File: src/rtl/pc_fetch_sequencer.sv
// Program counter and instruction-fetch handshake for the RISC-V core: redirect and
// wrong-path drop handling, one-entry output register backed by a one-entry skid buffer.
module pc_fetch_sequencer #(
    parameter logic [31:0] RESET_PC = 32'h0000_0000
) (
    input  logic        clk,
    input  logic        rst_n,
    input  logic        stall,
    input  logic        flag,
    input  logic [31:0] target,
    output logic        imem_req,
    output logic [31:0] imem_addr,
    input  logic        imem_ready,
    input  logic [31:0] imem_rdata,
    output logic        if_valid,
    output logic [31:0] if_instr,
    output logic [31:0] if_pc,
    output logic        flush,
    output logic        misalign
);

    localparam logic [1:0]  ST_BOOT = 2'd0;
    localparam logic [1:0]  ST_REQ  = 2'd1;
    localparam logic [1:0]  ST_HALT = 2'd2;
    localparam logic [31:0] NOP     = 32'h0000_0013;

    function automatic logic [31:0] half_align(input logic [31:0] addr);
        return addr & 32'hFFFF_FFFE;
    endfunction

    logic [1:0]  state_r;
    logic        pend_r;
    logic        req_r;
    logic        drop_r;
    logic [31:0] addr_r;
    logic [31:0] tgt_r;
    logic        out_valid_r;
    logic [31:0] out_instr_r;
    logic [31:0] out_pc_r;
    logic        sk_valid_r;
    logic [31:0] sk_instr_r;
    logic [31:0] sk_pc_r;
    logic        misalign_r;

    logic        live_s;
    logic        take_s;
    logic        mis_s;
    logic        redir_s;
    logic        accept_s;
    logic        good_s;
    logic        out_free_s;
    logic        issue_s;
    logic [1:0]  state_n_s;
    logic        pend_base_s;
    logic        pend_n_s;
    logic        req_n_s;
    logic        drop_n_s;
    logic [31:0] addr_n_s;
    logic [31:0] tgt_n_s;
    logic        out_valid_n_s;
    logic [31:0] out_instr_n_s;
    logic [31:0] out_pc_n_s;
    logic        sk_valid_n_s;
    logic [31:0] sk_instr_n_s;
    logic [31:0] sk_pc_n_s;

    // Per-cycle qualifiers: a taken flag is only honoured outside HALT.
    always_comb begin
        live_s     = (state_r != ST_HALT);
        take_s     = flag && live_s;
        mis_s      = take_s && target[1];
        redir_s    = take_s && !target[1];
        accept_s   = pend_r && imem_ready;
        good_s     = accept_s && !drop_r && (state_r == ST_REQ);
        out_free_s = !out_valid_r || !stall;
    end

    // Sequencer state: a misaligned target parks the fetch unit until reset.
    always_comb begin
        state_n_s = state_r;
        case (state_r)
            ST_BOOT: state_n_s = mis_s ? ST_HALT : ST_REQ;
            ST_REQ:  state_n_s = mis_s ? ST_HALT : ST_REQ;
            ST_HALT: state_n_s = ST_HALT;
            default: state_n_s = ST_HALT;
        endcase
    end

    // Output register and skid buffer; a waiting skid entry always drains first.
    always_comb begin
        out_valid_n_s = out_valid_r;
        out_instr_n_s = out_instr_r;
        out_pc_n_s    = out_pc_r;
        sk_valid_n_s  = sk_valid_r;
        sk_instr_n_s  = sk_instr_r;
        sk_pc_n_s     = sk_pc_r;
        if (take_s || !live_s) begin
            out_valid_n_s = 1'b0;
            sk_valid_n_s  = 1'b0;
        end else if (out_free_s) begin
            if (sk_valid_r) begin
                out_valid_n_s = 1'b1;
                out_instr_n_s = sk_instr_r;
                out_pc_n_s    = sk_pc_r;
                sk_valid_n_s  = good_s;
                if (good_s) begin
                    sk_instr_n_s = imem_rdata;
                    sk_pc_n_s    = addr_r;
                end else begin
                    sk_instr_n_s = sk_instr_r;
                    sk_pc_n_s    = sk_pc_r;
                end
            end else if (good_s) begin
                out_valid_n_s = 1'b1;
                out_instr_n_s = imem_rdata;
                out_pc_n_s    = addr_r;
            end else begin
                out_valid_n_s = 1'b0;
            end
        end else if (good_s) begin
            sk_valid_n_s = 1'b1;
            sk_instr_n_s = imem_rdata;
            sk_pc_n_s    = addr_r;
        end else begin
            sk_valid_n_s = sk_valid_r;
        end
    end

    // Fetch address and request control; an in-flight request keeps its address until it completes.
    always_comb begin
        pend_base_s = pend_r;
        drop_n_s    = drop_r;
        addr_n_s    = addr_r;
        tgt_n_s     = tgt_r;
        if (redir_s && pend_r && !imem_ready) begin
            drop_n_s    = 1'b1;
            tgt_n_s     = half_align(target);
            pend_base_s = 1'b1;
        end else if (redir_s) begin
            drop_n_s    = 1'b0;
            addr_n_s    = half_align(target);
            pend_base_s = 1'b0;
        end else if (accept_s) begin
            drop_n_s    = 1'b0;
            pend_base_s = 1'b0;
            addr_n_s    = drop_r ? tgt_r : (addr_r + 32'd4);
        end else begin
            pend_base_s = pend_r;
        end
        issue_s  = (state_n_s == ST_REQ) && !pend_base_s && !sk_valid_n_s;
        pend_n_s = pend_base_s || issue_s;
        req_n_s  = pend_n_s && (state_n_s == ST_REQ);
    end

    // State registers; reset abandons any outstanding request.
    always_ff @(posedge clk or negedge rst_n) begin
        if (!rst_n) begin
            state_r     <= ST_BOOT;
            pend_r      <= 1'b0;
            req_r       <= 1'b0;
            drop_r      <= 1'b0;
            addr_r      <= RESET_PC;
            tgt_r       <= RESET_PC;
            out_valid_r <= 1'b0;
            out_instr_r <= NOP;
            out_pc_r    <= RESET_PC;
            sk_valid_r  <= 1'b0;
            sk_instr_r  <= NOP;
            sk_pc_r     <= RESET_PC;
            misalign_r  <= 1'b0;
        end else begin
            state_r     <= state_n_s;
            pend_r      <= pend_n_s;
            req_r       <= req_n_s;
            drop_r      <= drop_n_s;
            addr_r      <= addr_n_s;
            tgt_r       <= tgt_n_s;
            out_valid_r <= out_valid_n_s;
            out_instr_r <= out_instr_n_s;
            out_pc_r    <= out_pc_n_s;
            sk_valid_r  <= sk_valid_n_s;
            sk_instr_r  <= sk_instr_n_s;
            sk_pc_r     <= sk_pc_n_s;
            misalign_r  <= mis_s;
        end
    end

    assign imem_req  = req_r;
    assign imem_addr = addr_r;
    assign if_valid  = out_valid_r;
    assign if_instr  = out_instr_r;
    assign if_pc     = out_pc_r;
    assign flush     = take_s;
    assign misalign  = misalign_r;

endmodule

File: config.mk
export PLATFORM = sky130hd
export DESIGN_NAME = pc_fetch_sequencer
export DESIGN_NICKNAME = d
export VERILOG_FILES = /design/src/rtl/pc_fetch_sequencer.sv
export SDC_FILE = /design/constraint.sdc
export NUM_CORES = 1
export LEC_CHECK = 0
export ABC_CLOCK_PERIOD_IN_PS = 3000
export BUFFER_PORTS_ARGS = -buffer_cell sky130_fd_sc_hd__buf_2
export CAP_MARGIN = 30
export CORE_UTILIZATION = 55
export CTS_BUF_LIST = sky130_fd_sc_hd__clkbuf_8
export DETAILED_ROUTE_END_ITERATION = 10
export GPL_TIMING_DRIVEN = 0
export PLACE_DENSITY = 0.79
export SLEW_MARGIN = 10
export SYNTH_ARGS = -nofsm -noshare
export SYNTH_HDL_FRONTEND = slang
export SYNTH_SLANG_ARGS = --single-unit
export TNS_END_PERCENT = 5
File: constraint.sdc
create_clock -name clk -period 3 [get_ports clk]
set_input_delay 0.3 -clock clk [delete_from_list [all_inputs] [get_ports clk]]
set_output_delay 0.3 -clock clk [all_outputs]
set_load 0.01 [all_outputs]
Word level (Yosys, flattened, before mapping) --
Cells that the tools add are included.
Word-level totals: flip-flop bits (word level) 199, word-level logic and storage cells 80
Operators by class: add/sub/neg operators 1, eq/ne operators 4, multiplexer cells 29, bitwise logic cells 2, reductions and logical operators 31
Operators with widths (count):
- $mux W32 | 13
- $add A32 B3 Y32 const B | 1
- $mux W1 | 14
- $logic_and A1 B1 Y1 | 11
- $logic_not A1 Y1 | 8
- $reduce_bool A2 Y1 | 3
- $eq A2 B1 Y1 const B | 2
- $mux W2 | 2
- $ne A2 B2 Y1 const B | 2
- $reduce_and A2 Y1 | 2
- $logic_or A1 B1 Y1 | 3
- $reduce_and A3 Y1 | 1
- $reduce_bool A3 Y1 | 1
- $logic_not A2 Y1 | 1
- $not A1 Y1 | 2
- $reduce_or A2 Y1 | 1

Depth between registers and ports, before layout --
word-level depth 11, depth in mapped cells 8, mapped depth without buffers 6

Least setup slack after synthesis --
OpenSTA, ideal clock, no wires.
path type reg2reg, start reg addr_r[2] (netlist: imem_addr[2]), end reg addr_r[22] (netlist: imem_addr[22]), library setup time 0.066 ns, arrival 1.839 ns, data required time 2.934 ns, slack 1.096 ns, cell stages (with the launch flop) 8, path buffers 1, clock period less this slack 1.904 ns, cell sequence dfrtp_1 -> ha_1 -> nand3_1 -> nor3_1 -> buf_2 -> nand3_1 -> o311ai_0 -> a22o_1
On the way: longest elaborated chain between the ends 4
Ends and longest elaborated chain:
- start: declaration | RTL line 35 | logic [31:0] addr_r;
- start signal: assignment | RTL line 176 | addr_r <= addr_n_s;
- $add A32 B3 Y32 | RTL line 146 | addr_n_s = drop_r ? tgt_r : (addr_r + 32'd4);
- $mux W32 | RTL line 146
- $mux W32 | RTL line 143 | end else if (accept_s) begin
- $mux W32 | RTL line 139 | end else if (redir_s) begin
Every way passes these cells. The select of a mux whose other input is x is not followed. A chain may end at the register's enable or synchronous reset.

Final worst setup path --
Same ends and word-level chain as after synthesis.

==> metrics.csv <==
stage;metric;value;unit
clocking;post-CTS setup buffers;0;
floorplanning;Std-Cell Core Area;15890;sq um
synth;Simple-Gate Fraction of Synth Area;0.1013;
sta;RSZ-0062 raised after global routing;no;
sta;final hold violations;0;
final_layout;Final Util;0.6660;
clocking;CTS H-tree lvls;4;
placement;pre-CTS setup slack;512.1;ps
critical_path;Data arrival, critical path;2930;ps
power;peak supply drop;0.3671;mV
power;total power;6.178;mW
route;1st-iter DRT viols;531;
clocking;CTS Buf Count;17;
global_route;overall routing resource usage;0.2687;
synth;adder-cell share of the synthesized area;0.002507;
sta;worst-margin pin slew;989.4;ps
sta;final cycle utilization of the critical path;0.8419;
synth;xor/xnor cell area share of the yosys netlist;0.01560;
sta;final max-slew violation count;0;
critical_path;Slowest-stage cell, CP;dfrtp_1;
synth;post-synthesis compound-gate area fraction;0.1159;
worst_hold_path;worst hold path type;input port to register;
floorplanning;die area;16850;sq um
route;first-pass detailed-route iteration total;5;
critical_path;r2r setup slk;470;ps
synth;Seq/Total Area, Yosys;0.5469;
floorplanning;Die Ht;129.8;um
sta;Final min period;2526;ps
route;via count;6951;
route;wl on met1;9727;um
clocking;clock network latency to the later pin of the worst-skew pair;470;ps
clocking;Clock Pin Slew Worst Setup and Hold Paths;100;ps
clocking;Max Root-Sink Buffers;2;
synth;largest family of logic cells by synthesized area;multiplexers;
global_route;vias in the first global route;6643;
sta;post-route setup TNS;0;ps
critical_path;crit path kind;register to register;
route;drt wl/cell;18.03;um
route;Post-Route WL;21890;um
route;vias per cell;5.726;
synth;Mapped Area;8982;sq um
critical_path;Worst path max stage delay;560;ps
global_route;grt ovf;0;
synth;Cell variety after synth;57;
placement;Post-DP Area;10150;sq um
route;WL met3;1400;um
placement;DP HPWL;15600;um
sta;final clock skew;13.89;ps
global_route;first-pass GRT wire length;34330;um
critical_path;CP Data Required Time;3410;ps
route;ANT nets after route;0;
placement;I/O Buffers;165;
global_route;largest net degree at the start of global routing;112;
final_layout;layout cell share with drive strength beyond 1;0.3119;
final_layout;synthesis-to-finish area growth;17.77;%
floorplanning;row cnt;46;
sta;final setup margin;474.4;ps
clocking;CTS tree;done;
synth;Post-synth EDFFs;0;
synth;Synth Register Bits;196;
status;status;finished clean;
route;DR top layer;met4;
clocking;Root Buffer;clkbuf_8;
global_route;antenna violations before repair;1;
synth;Yosys Warn Count;0;
synth;post-synthesis mux area share;0.1850;
critical_path;CP bufs+invs;1;
synth;Syn Area/Cell;11.28;sq um
floorplanning;die span in x;129.8;um
synth;top_reg_cell synth;dfrtp_1;
floorplanning;Top-Level Pins;169;
placement;Routability Congestion;0.9291;
job;Max-Cap Viols;0;
route;DRC viols;0;
final_layout;Final #Nets;1054;
critical_path;Crit path top cell by count;nand3_1;
route;met2 WL;10200;um
critical_path;crit path max fanout;10;
floorplanning;initial cell density of the core;0.5655;
sta;slew margin rel.;0.3398;
sta;final setup fails;0;
power;Leakage;5.090;nW
final_layout;Fill cells;1258;
critical_path;worst path cell trace;ha_1, nand3_1, nor3_1, buf_2, nand3_1, o311ai_0, a22o_1;
final_layout;fin area;10580;sq um
synth;ys async rst share;1.000;
synth;Post-Syn Instances;796;
critical_path;kind of end point of the critical path;register;
power;Cell Pwr Density;584.0;nW/um^2
critical_path;CP top delay family;simple AND/OR/NAND/NOR gates;
clocking;total clock sinks;196;
critical_path;CP startpoint kind;register;
sta;FMAX;0.3960;GHz
## kinds of logic (layout without fill, tap and decap cells)
logic type	after synthesis	after routing
muxes	155	155
DFF	196	196
xor gates and xnor gates	16	16
other	1	3
adders and majority gates	2	2
and+or+nand+nor	190	190
buffers and inverters	66	266
AOI/OAI and AO/OA	170	170
## synth_stat cells, types with 7 or more instances
library cell	instances	area (sq um)
nand3_1	24	120.1
xor2_1	9	78.83
buf_2	20	100.1
and3_1	7	43.79
o21ai_0	93	465.5
mux2i_1	67	670.6
clkbuf_1	27	101.4
nor2_1	21	78.83
dfrtp_1	190	4755
xnor2_1	7	61.31
mux2_1	10	112.6
nand2b_1	7	43.79
a21oi_1	18	90.09
nand4_1	11	68.82
mux2_2	78	878.3
a22oi_1	8	60.06
nand2_1	98	367.9
o211ai_1	17	127.6
inv_1	10	37.54
## routing by layer
layer,global-route usage,vias up
met4,0.1101,0
met2,0.4272,273
met3,0.04838,52
li1,-,3226
met1,0.3669,3400
met5,0,-
## final timing paths
check / from / endpoint / cells past startpoint
max in group asynchronous: rst_n / if_valid$_DFFE_PN0P_ / 4
min reg2reg: if_instr[9]$_DFFE_PN0P_ / if_instr[9]$_DFFE_PN0P_ / 2
min: target[15] / tgt_r[15]$_DFFE_PN0P_ / 2
max reg2reg: imem_addr[2]$_DFFE_PN0P_ / imem_addr[22]$_DFFE_PN0P_ / 7
max: imem_addr[2]$_DFFE_PN0P_ / imem_addr[22]$_DFFE_PN0P_ / 7
min in group asynchronous: rst_n / tgt_r[25]$_DFFE_PN0P_ / 2
## state kept, by name, indices dropped and copies added (netlist names)
name	count
misalign	1
pend_r	1
if_valid	1
imem_addr	31
if_instr	32
sk_valid_r	1
sk_pc_r	31
if_pc	31
state_r	2
imem_req	1
sk_instr_r	32
drop_r	1
tgt_r	31
## cells in the final DEF, fill, tap and decap left out, types with 3 or more instances in the layout
cell       count
dfrtp_1      190
buf_2        184
nand2_1       98
o21ai_0       93
mux2_2        78
mux2i_1       67
clkbuf_1      27
nand3_1       24
nor2_1        21
clkbuf_8      19
inv_1         18
a21oi_1       18
o211ai_1      17
nand4_1       11
mux2_1        10
xor2_1         9
a22oi_1        8
nand2b_1       7
and3_1         7
xnor2_1        7
dfstp_2        6
and2_1         5
a221o_1        4
bufinv_16      4
a21o_1         3
nor2b_1        3
buf_1          3
clkbuf_2       3
o221a_2        3
o221ai_1       3
or3_1          3
## layout make-up
type,count,area [sq um],area share
Antenna cell,1,2.502,0.0002365
Buffer,56,254.0,0.02401
Clock buffer,19,261.5,0.02472
Clock inverter,13,157.7,0.01490
Inverter,10,37.54,0.003548
Multi-Input combinational cell,535,3782,0.3575
Sequential cell,196,4912,0.4643
Tap cell,216,270.3,0.02555
Timing Repair Buffer,168,900.9,0.08516
## per-stage QoR
| step | std cells | hold WS, ps |
|---|---|---|
| 6_report | 1214 | 70.39 |
| 5_1_grt | 1214 | 62.77 |
| 4_1_cts | 1213 | 53.08 |
| 3_5_place_dp | 1180 | 76.46 |
| 3_3_place_gp | 1178 | 455.3 |
| 2_1_floorplan | 797 | 4.409 |
## report_power, final
group | internal (mW) | switching, mW
sequential | 2.86 | 0.318
clock | 0.930 | 0.882
combinational | 0.510 | 0.681
total | 4.30 | 1.88
## timing repair
item	4_1_cts	5_1_grt
hold buffers	1	0
hold endpoints to repair	105	0
gates resized for setup	0	0
No activity file was read; power rests on OpenSTA's default activity.
